[src/rtl/mpc_constraint_vec_loader_pkg.sv]
// Shared configuration for the constraint-vector loader: geometry, FSM states
// and the power-up contents that mimic the fixed constraint ROM.
package mpc_cfg_pkg;

  localparam int DATA_W = 17;
  localparam int ADDR_W = 3;
  localparam int N_ROWS = 6;

  localparam logic [DATA_W-1:0] INIT_EVEN = 17'h08000;
  localparam logic [DATA_W-1:0] INIT_ODD  = 17'h19220;

  localparam logic [ADDR_W-1:0] LAST_ROW = ADDR_W'(N_ROWS - 1);

  typedef enum logic [1:0] {
    IDLE   = 2'd0,
    LOAD   = 2'd1,
    COMMIT = 2'd2
  } state_e;

endpackage

[src/rtl/mpc_constraint_vec_loader_if.sv]
// Host stream, status and pipeline read port of the constraint-vector loader.
interface mpc_constraint_vec_loader_if;
  import mpc_cfg_pkg::*;

  logic              start;
  logic [DATA_W-1:0] s_data;
  logic              s_valid;
  logic              s_ready;
  logic              busy;
  logic              swap;
  logic              active_bank;
  logic [ADDR_W-1:0] address0;
  logic              ce0;
  logic [DATA_W-1:0] q0;

  modport master (
    output start, s_data, s_valid, address0, ce0,
    input  s_ready, busy, swap, active_bank, q0
  );

  modport slave (
    input  start, s_data, s_valid, address0, ce0,
    output s_ready, busy, swap, active_bank, q0
  );

endinterface

[src/rtl/mpc_constraint_vec_loader_ram.sv]
// One constraint bank: single write port, registered read port; out-of-range
// reads return zero. Contents power up as the alternating ROM pattern.
module mpc_dp_ram_1w1r #(
  parameter int            DW        = 17,
  parameter int            AW        = 3,
  parameter int            DEPTH     = 6,
  parameter logic [DW-1:0] INIT_EVEN = {DW{1'b0}},
  parameter logic [DW-1:0] INIT_ODD  = {DW{1'b0}}
) (
  input  logic          clk,
  input  logic          rst_n,
  input  logic          we,
  input  logic [AW-1:0] waddr,
  input  logic [DW-1:0] wdata,
  input  logic          re,
  input  logic [AW-1:0] raddr,
  output logic [DW-1:0] rdata
);

  typedef logic [DW-1:0] mem_t [DEPTH];

  localparam logic [AW-1:0] LAST = AW'(DEPTH - 1);

  function automatic mem_t init_mem();
    mem_t m;
    for (int i = 0; i < DEPTH; i++) begin
      m[i] = ((i % 2) == 0) ? INIT_EVEN : INIT_ODD;
    end
    return m;
  endfunction

  mem_t          mem_r = init_mem();
  logic [DW-1:0] rdata_r;

  // Write port; storage is deliberately not cleared by reset.
  always_ff @(posedge clk) begin
    if (we && (waddr <= LAST)) begin
      mem_r[waddr] <= wdata;
    end
  end

  // Registered read, holds when not enabled.
  always_ff @(posedge clk or negedge rst_n) begin
    if (!rst_n) begin
      rdata_r <= {DW{1'b0}};
    end else if (re) begin
      if (raddr <= LAST) begin
        rdata_r <= mem_r[raddr];
      end else begin
        rdata_r <= {DW{1'b0}};
      end
    end
  end

  assign rdata = rdata_r;

endmodule

[src/rtl/mpc_constraint_vec_loader.sv]
// Ping-pong constraint-vector table: streams a new vector into the shadow bank
// while q0 serves the active bank, then swaps banks atomically.
module mpc_constraint_vec_loader
  import mpc_cfg_pkg::*;
(
  input logic                        clk,
  input logic                        reset,
  mpc_constraint_vec_loader_if.slave bus
);

  state_e            state_r, state_s;
  logic [ADDR_W-1:0] wr_cnt_r, wr_cnt_s;
  logic              s_ready_r;
  logic              busy_r;
  logic              swap_r;
  logic              active_bank_r;
  logic              rd_sel_r;
  logic              accept_s;
  logic              we_bank0_s;
  logic              we_bank1_s;
  logic [DATA_W-1:0] q_bank0_s;
  logic [DATA_W-1:0] q_bank1_s;

  assign accept_s   = s_ready_r & bus.s_valid;
  assign we_bank0_s = accept_s & active_bank_r;
  assign we_bank1_s = accept_s & ~active_bank_r;

  // Next-state and write-counter logic.
  always_comb begin
    state_s  = state_r;
    wr_cnt_s = wr_cnt_r;
    case (state_r)
      IDLE: begin
        if (bus.start) begin
          state_s  = LOAD;
          wr_cnt_s = {ADDR_W{1'b0}};
        end else begin
          state_s  = IDLE;
        end
      end
      LOAD: begin
        if (accept_s) begin
          if (wr_cnt_r == LAST_ROW) begin
            state_s  = COMMIT;
            wr_cnt_s = {ADDR_W{1'b0}};
          end else begin
            wr_cnt_s = wr_cnt_r + ADDR_W'(1);
          end
        end else begin
          wr_cnt_s = wr_cnt_r;
        end
      end
      COMMIT: begin
        state_s = IDLE;
      end
      default: begin
        state_s  = IDLE;
        wr_cnt_s = {ADDR_W{1'b0}};
      end
    endcase
  end

  // State, registered status flags and bank select.
  always_ff @(posedge clk or negedge reset) begin
    if (!reset) begin
      state_r       <= IDLE;
      wr_cnt_r      <= {ADDR_W{1'b0}};
      s_ready_r     <= 1'b0;
      busy_r        <= 1'b0;
      swap_r        <= 1'b0;
      active_bank_r <= 1'b0;
      rd_sel_r      <= 1'b0;
    end else begin
      state_r   <= state_s;
      wr_cnt_r  <= wr_cnt_s;
      s_ready_r <= (state_s == LOAD);
      busy_r    <= (state_s != IDLE);
      swap_r    <= (state_r == COMMIT);
      if (state_r == COMMIT) begin
        active_bank_r <= ~active_bank_r;
      end
      // Bank choice is frozen with the read, so a toggle never retargets an issued read.
      if (bus.ce0) begin
        rd_sel_r <= active_bank_r;
      end
    end
  end

  mpc_dp_ram_1w1r #(
    .DW(DATA_W), .AW(ADDR_W), .DEPTH(N_ROWS), .INIT_EVEN(INIT_EVEN), .INIT_ODD(INIT_ODD)
  ) u_bank0 (
    .clk(clk), .rst_n(reset), .we(we_bank0_s), .waddr(wr_cnt_r), .wdata(bus.s_data),
    .re(bus.ce0), .raddr(bus.address0), .rdata(q_bank0_s)
  );

  mpc_dp_ram_1w1r #(
    .DW(DATA_W), .AW(ADDR_W), .DEPTH(N_ROWS), .INIT_EVEN(INIT_EVEN), .INIT_ODD(INIT_ODD)
  ) u_bank1 (
    .clk(clk), .rst_n(reset), .we(we_bank1_s), .waddr(wr_cnt_r), .wdata(bus.s_data),
    .re(bus.ce0), .raddr(bus.address0), .rdata(q_bank1_s)
  );

  assign bus.s_ready     = s_ready_r;
  assign bus.busy        = busy_r;
  assign bus.swap        = swap_r;
  assign bus.active_bank = active_bank_r;
  assign bus.q0          = rd_sel_r ? q_bank1_s : q_bank0_s;

endmodule
[src/flat_wrapper.sv]
// flat-port wrapper written by rule: the top's interface ports become plain ports
module mpc_constraint_vec_loader_flat import mpc_cfg_pkg::*;
  (clk, reset, bus_start, bus_s_data, bus_s_valid, bus_address0, bus_ce0, bus_s_ready, bus_busy, bus_swap, bus_active_bank, bus_q0);
  mpc_constraint_vec_loader_if bus_i ();
  input logic clk;
  input logic reset;
  input wire logic [$bits(bus_i.start)-1:0] bus_start;
  input wire logic [$bits(bus_i.s_data)-1:0] bus_s_data;
  input wire logic [$bits(bus_i.s_valid)-1:0] bus_s_valid;
  input wire logic [$bits(bus_i.address0)-1:0] bus_address0;
  input wire logic [$bits(bus_i.ce0)-1:0] bus_ce0;
  output wire logic [$bits(bus_i.s_ready)-1:0] bus_s_ready;
  output wire logic [$bits(bus_i.busy)-1:0] bus_busy;
  output wire logic [$bits(bus_i.swap)-1:0] bus_swap;
  output wire logic [$bits(bus_i.active_bank)-1:0] bus_active_bank;
  output wire logic [$bits(bus_i.q0)-1:0] bus_q0;
  assign bus_i.start = bus_start;
  assign bus_i.s_data = bus_s_data;
  assign bus_i.s_valid = bus_s_valid;
  assign bus_i.address0 = bus_address0;
  assign bus_i.ce0 = bus_ce0;
  assign bus_s_ready = bus_i.s_ready;
  assign bus_busy = bus_i.busy;
  assign bus_swap = bus_i.swap;
  assign bus_active_bank = bus_i.active_bank;
  assign bus_q0 = bus_i.q0;
  mpc_constraint_vec_loader u_core (.clk(clk), .reset(reset), .bus(bus_i));
endmodule
[config.mk]
export PLATFORM = sky130hd
export DESIGN_NAME = mpc_constraint_vec_loader_flat
export DESIGN_NICKNAME = d
export VERILOG_FILES = /design/src/rtl/mpc_constraint_vec_loader_pkg.sv /design/src/rtl/mpc_constraint_vec_loader_if.sv /design/src/rtl/mpc_constraint_vec_loader_ram.sv /design/src/rtl/mpc_constraint_vec_loader.sv /design/src/flat_wrapper.sv
export SDC_FILE = /design/constraint.sdc
export NUM_CORES = 1
export LEC_CHECK = 0
export CAP_MARGIN = 20
export CELL_PAD_IN_SITES_DETAIL_PLACEMENT = 1
export CELL_PAD_IN_SITES_GLOBAL_PLACEMENT = 2
export CORE_ASPECT_RATIO = 1.5
export CORE_UTILIZATION = 45
export DETAILED_ROUTE_END_ITERATION = 6
export PLACE_DENSITY = 0.85
export SYNTH_ARGS = -nofsm -noshare
export SYNTH_HDL_FRONTEND = slang
export SYNTH_SLANG_ARGS = --single-unit
[constraint.sdc]
create_clock -name clk -period 3.25 [get_ports clk]
set_input_delay 0.65 -clock clk [delete_from_list [all_inputs] [get_ports clk]]
set_output_delay 0.65 -clock clk [all_outputs]
set_load 0.03 [all_outputs]
==> impl_metrics.csv, run 1 <==
group,metric,value,unit
detailed_routing,routed_wl,25500,um
worst_setup_path,end_kind,"output pin",
power,p_int,5910,uW
worst_setup_path,reg2reg_depth,4,
floorplanning,io_pins,46,
global_routing,grt_pass1_wl,39100,um
yosys,yosysWarnings,0,
global_routing,grt_max_degree,45,
timing,max_freq,328,MHz
yosys,synthDistinctLibCells,36,
yosys,yosys.area.top_type,"edfxtp_1",
yosys,ys_ff_latch,248,
timing,tightest_slew,0.739,ns
timing,slew_headroom,50.7,%
power,powerDensity,702,mW/mm2
layout,syn_to_final_growth,15.9,%
clocking,clk_pin_slew_worst_paths,0.07,ns
worst_setup_path,start_kind,"register",
worst_setup_path,cp_num_buf_inv,2,
power,swShare,27.3,%
timing,setup_viol,0,
power,p_comb_share,15.6,%
global_routing,grt_overflow,0,
clocking,ctsResizeCount,0,
layout,multi_input_area,0.00240,mm2
clocking,ctsHoldBuffers,0,
power,clkPwrFrac,35.1,%
clocking,clock_path_buffers,3,
clocking,post_cts_buffers,0,
clocking,cts-root-buf,"clkbuf_16",
yosys,synth_edf_count,204,
worst_setup_path,worst-path-max-fanout,14,
clocking,tritoncts,"yes",
worst_setup_path,worstPathRequired,2.60,ns
worst_setup_path,worstSetupPathType,"register to output pin",
worst_setup_path,critPathLaunch,"u_core.rd_sel_r",
yosys,synth_fp_nets,638,
detailed_routing,drt.antenna.violating_nets,0,
floorplanning,rows,66,
power,power_frac_seq,49.3,%
floorplanning,dieArea,0.0228,mm2
global_routing,antenna_found_initial,1,
detailed_routing,firstDrtPassIters,7,
clocking,clkLatencyLatePin,0.53,ns
floorplanning,core,0.0217,mm2
yosys,synth.area.top_cells,"edfxtp_1, dfrtp_1, o32ai_2",
floorplanning,die_x,124,um
floorplanning,fp.dieH,185,um
worst_setup_path,path_cells,"buf_4 -> nand2_1 -> o21ai_0 -> clkdlybuf4s50_1",
yosys,syn_area,0.00999,mm2
timing,fin_crit_sh,93.8,%
detailed_routing,vias,5768,
timing,hold_viol_final,0,
yosys,async_flop_share,17.7,%
worst_setup_path,crit_family,"buffers and inverters",
worst_setup_path,slowest_stage,"clkdlybuf4s50_1",
placed_design,dp_hpwl,14400,um
detailed_routing,vias_per_cell,6.00,
worst_setup_path,r2r-end,"u_core.u_bank0.mem_r[5][13]",
timing,worst_clock_skew,0.0183,ns
min_path,hold_path.class,"input port to async pin",
detailed_routing,wl_per_cell,26.5,um
global_routing,grt_pass1_vias,6509,
timing,finalMaxSlewViolations,0,
layout,design_area,0.0116,mm2
power,p_leak,0.00404,uW
layout,drive_gt1_share,21.5,%
worst_setup_path,regToRegSetupSlack,1.35,ns
yosys,ys_seq_area_share,72.3,%
floorplanning,initial_utilization,46.0,%
layout,fill_cells,2029,
timing,rsz0062_at_grt,"no",
layout,regArea,0.00723,mm2
placed_design,io_buffers,45,
clocking,clock_sinks,248,
detailed_routing,drt_iter0_markers,439,
power,p_sw,2220,uW
worst_setup_path,max_stage_delay,0.72,ns
timing,fin_tns_setup,0,ns
yosys,syn_inst,613,
yosys,ys.flop_type,"edfxtp_1",
detailed_routing,drc,0,
outcome,status,"completed",
worst_setup_path,arrival,2.40,ns
placed_design,placed_area,0.0108,mm2
layout,final_nets,696,
clocking,cts_max_level,1,
placed_design,gp_congestion,0.745,
yosys,synthDominantCellAreaShare,61.3,%
global_routing,track_usage,23.7,%
job,drv_cap,0,
timing,period_needed,3.05,ns
worst_setup_path,r2r_start,"u_core.wr_cnt_r[1]",
yosys,syn_area_per_cell,16.3,um2
power,vdd_drop_max,0.519,mV
clocking,cts_inserted_buffers,24,
-- how the worst max path moves through the flow --
stage                                            end  slack [ns]  cells past startpoint
after floorplan           u_core.u_bank0.mem_r[4][0]        0.12                      2
after global placement    u_core.u_bank0.mem_r[5][4]        0.75                      5
after detailed placement  u_core.u_bank1.mem_r[0][4]        0.66                      5
after CTS                                 bus_q0[16]        0.19                      4
after global routing                      bus_q0[16]        0.09                      4
final                                     bus_q0[16]        0.20                      4
-- per-layer routing --
metal / GRT usage, % / share of wire (%) / up-vias
met3: 2.97 / 4.4 / 64
met1: 30.1 / 40 / 3044
li1: - / - / 2497
met5: 0 / 0 / -
met2: 40.4 / 52 / 163
met4: 9.88 / 3.7 / 0
-- flip-flops by register name (all words and copies together), names as in the netlist --
register / count
u_core.bus.active_bank: 1
u_core.bus.busy: 1
u_core.bus.s_ready: 1
u_core.bus.swap: 1
u_core.rd_sel_r: 1
u_core.state_r: 2
u_core.u_bank0.mem_r: 102
u_core.u_bank0.rdata: 17
u_core.u_bank1.mem_r: 102
u_core.u_bank1.rdata: 17
u_core.wr_cnt_r: 3
-- power by group through the flow --
stage | clock (uW) | sequential (uW) | combinational, uW
2_1_floorplan | 0 | 3980 | 780
3_3_place_gp | 0 | 4030 | 1220
3_5_place_dp | 0 | 4060 | 1270
4_1_cts | 2900 | 4000 | 1280
5_1_grt | 2980 | 4040 | 1360
6_report | 2850 | 4000 | 1270
-- cells by family (layout without fill, tap and decap cells) --
| logic type | after synthesis | count (layout) | share of synthesized area (%) |
|---|---|---|---|
| buffers and inverters | 80 | 156 | 4.09 |
| other | 0 | 1 | 0 |
| AO/OA/AOI/OAI | 156 | 156 | 15.5 |
| AND/OR/NAND/NOR | 87 | 87 | 3.92 |
| multiplexers | 40 | 40 | 4.04 |
| XOR/XNOR | 2 | 2 | 0.175 |
| flip-flops | 248 | 248 | 72.3 |
-- layout make-up --
cell class | count | share of cell area (%)
Clock buffer | 32 | 5.62
Tap cell | 272 | 2.94
Antenna cell | 1 | 0.0216
Timing Repair Buffer | 78 | 5.96
Multi-Input combinational cell | 285 | 20.7
Inverter | 34 | 1.10
Clock inverter | 12 | 1.29
Sequential cell | 248 | 62.4
-- Yosys cell counts, types with 3 or more instances --
cell       instances
edfxtp_1         204
o21ai_0           49
nor2_1            45
dfrtp_1           44
mux2i_1           37
inv_1             34
a221o_1           32
o22ai_2           30
o32ai_2           30
clkbuf_1          19
nand2_1           19
buf_2             11
buf_6             10
buf_4              5
nor3_1             5
a21oi_1            3
mux2_2             3
nand2b_1           3
o2bb2ai_1          3
-- through the flow --
stage | setup slack [ns] | hold slack [ns] | utilization, % | power (uW) | cells
6_report | 0.201 | 0.259 | 53.3 | 8130 | 962
5_1_grt | 0.0936 | 0.305 | 53.3 | 8380 | 962
4_1_cts | 0.185 | 0.265 | 53.3 | 8190 | 961
3_5_place_dp | 0.663 | 0.452 | 49.6 | 5330 | 917
3_3_place_gp | 0.747 | 0.449 | 49.6 | 5260 | 917
2_1_floorplan | 0.116 | 0.354 | - | 4760 | 613
-- cells in the final DEF (no fill, tap or decap), drive strengths merged, types with 3 or more instances in the layout --
| cell | netlist | layout |
|---|---|---|
| a221o | 32 | 32 |
| nand2 | 19 | 19 |
| mux2 | 3 | 3 |
| nor2b | 3 | 3 |
| o22ai | 32 | 32 |
| nand2b | 3 | 3 |
| clkbuf | 20 | 32 |
| bufinv | 0 | 3 |
| o21ai | 49 | 49 |
| inv | 34 | 35 |
| clkdlybuf4s50 | 0 | 41 |
| edfxtp | 204 | 204 |
| a21oi | 3 | 3 |
| o32ai | 32 | 32 |
| o2bb2ai | 3 | 3 |
| nor3 | 5 | 5 |
| buf | 26 | 37 |
| nor2 | 45 | 45 |
| mux2i | 37 | 37 |
| clkinv | 0 | 8 |
| dfrtp | 44 | 44 |
(Power assumes the default switching activity.)
==> inputs of run 2 (changes only) <==
--- a/config.mk
+++ b/config.mk
@@ -5,12 +5,12 @@
 export SDC_FILE = /design/constraint.sdc
 export NUM_CORES = 1
 export LEC_CHECK = 0
-export CAP_MARGIN = 20
 export CELL_PAD_IN_SITES_DETAIL_PLACEMENT = 1
 export CELL_PAD_IN_SITES_GLOBAL_PLACEMENT = 2
 export CORE_ASPECT_RATIO = 1.5
 export CORE_UTILIZATION = 45
 export DETAILED_ROUTE_END_ITERATION = 6
+export HOLD_SLACK_MARGIN = 0.02
 export PLACE_DENSITY = 0.85
 export SYNTH_ARGS = -nofsm -noshare
 export SYNTH_HDL_FRONTEND = slang
==> results of run 2 <==
The final DEF is identical to that of run 1; final timing and power are the same.
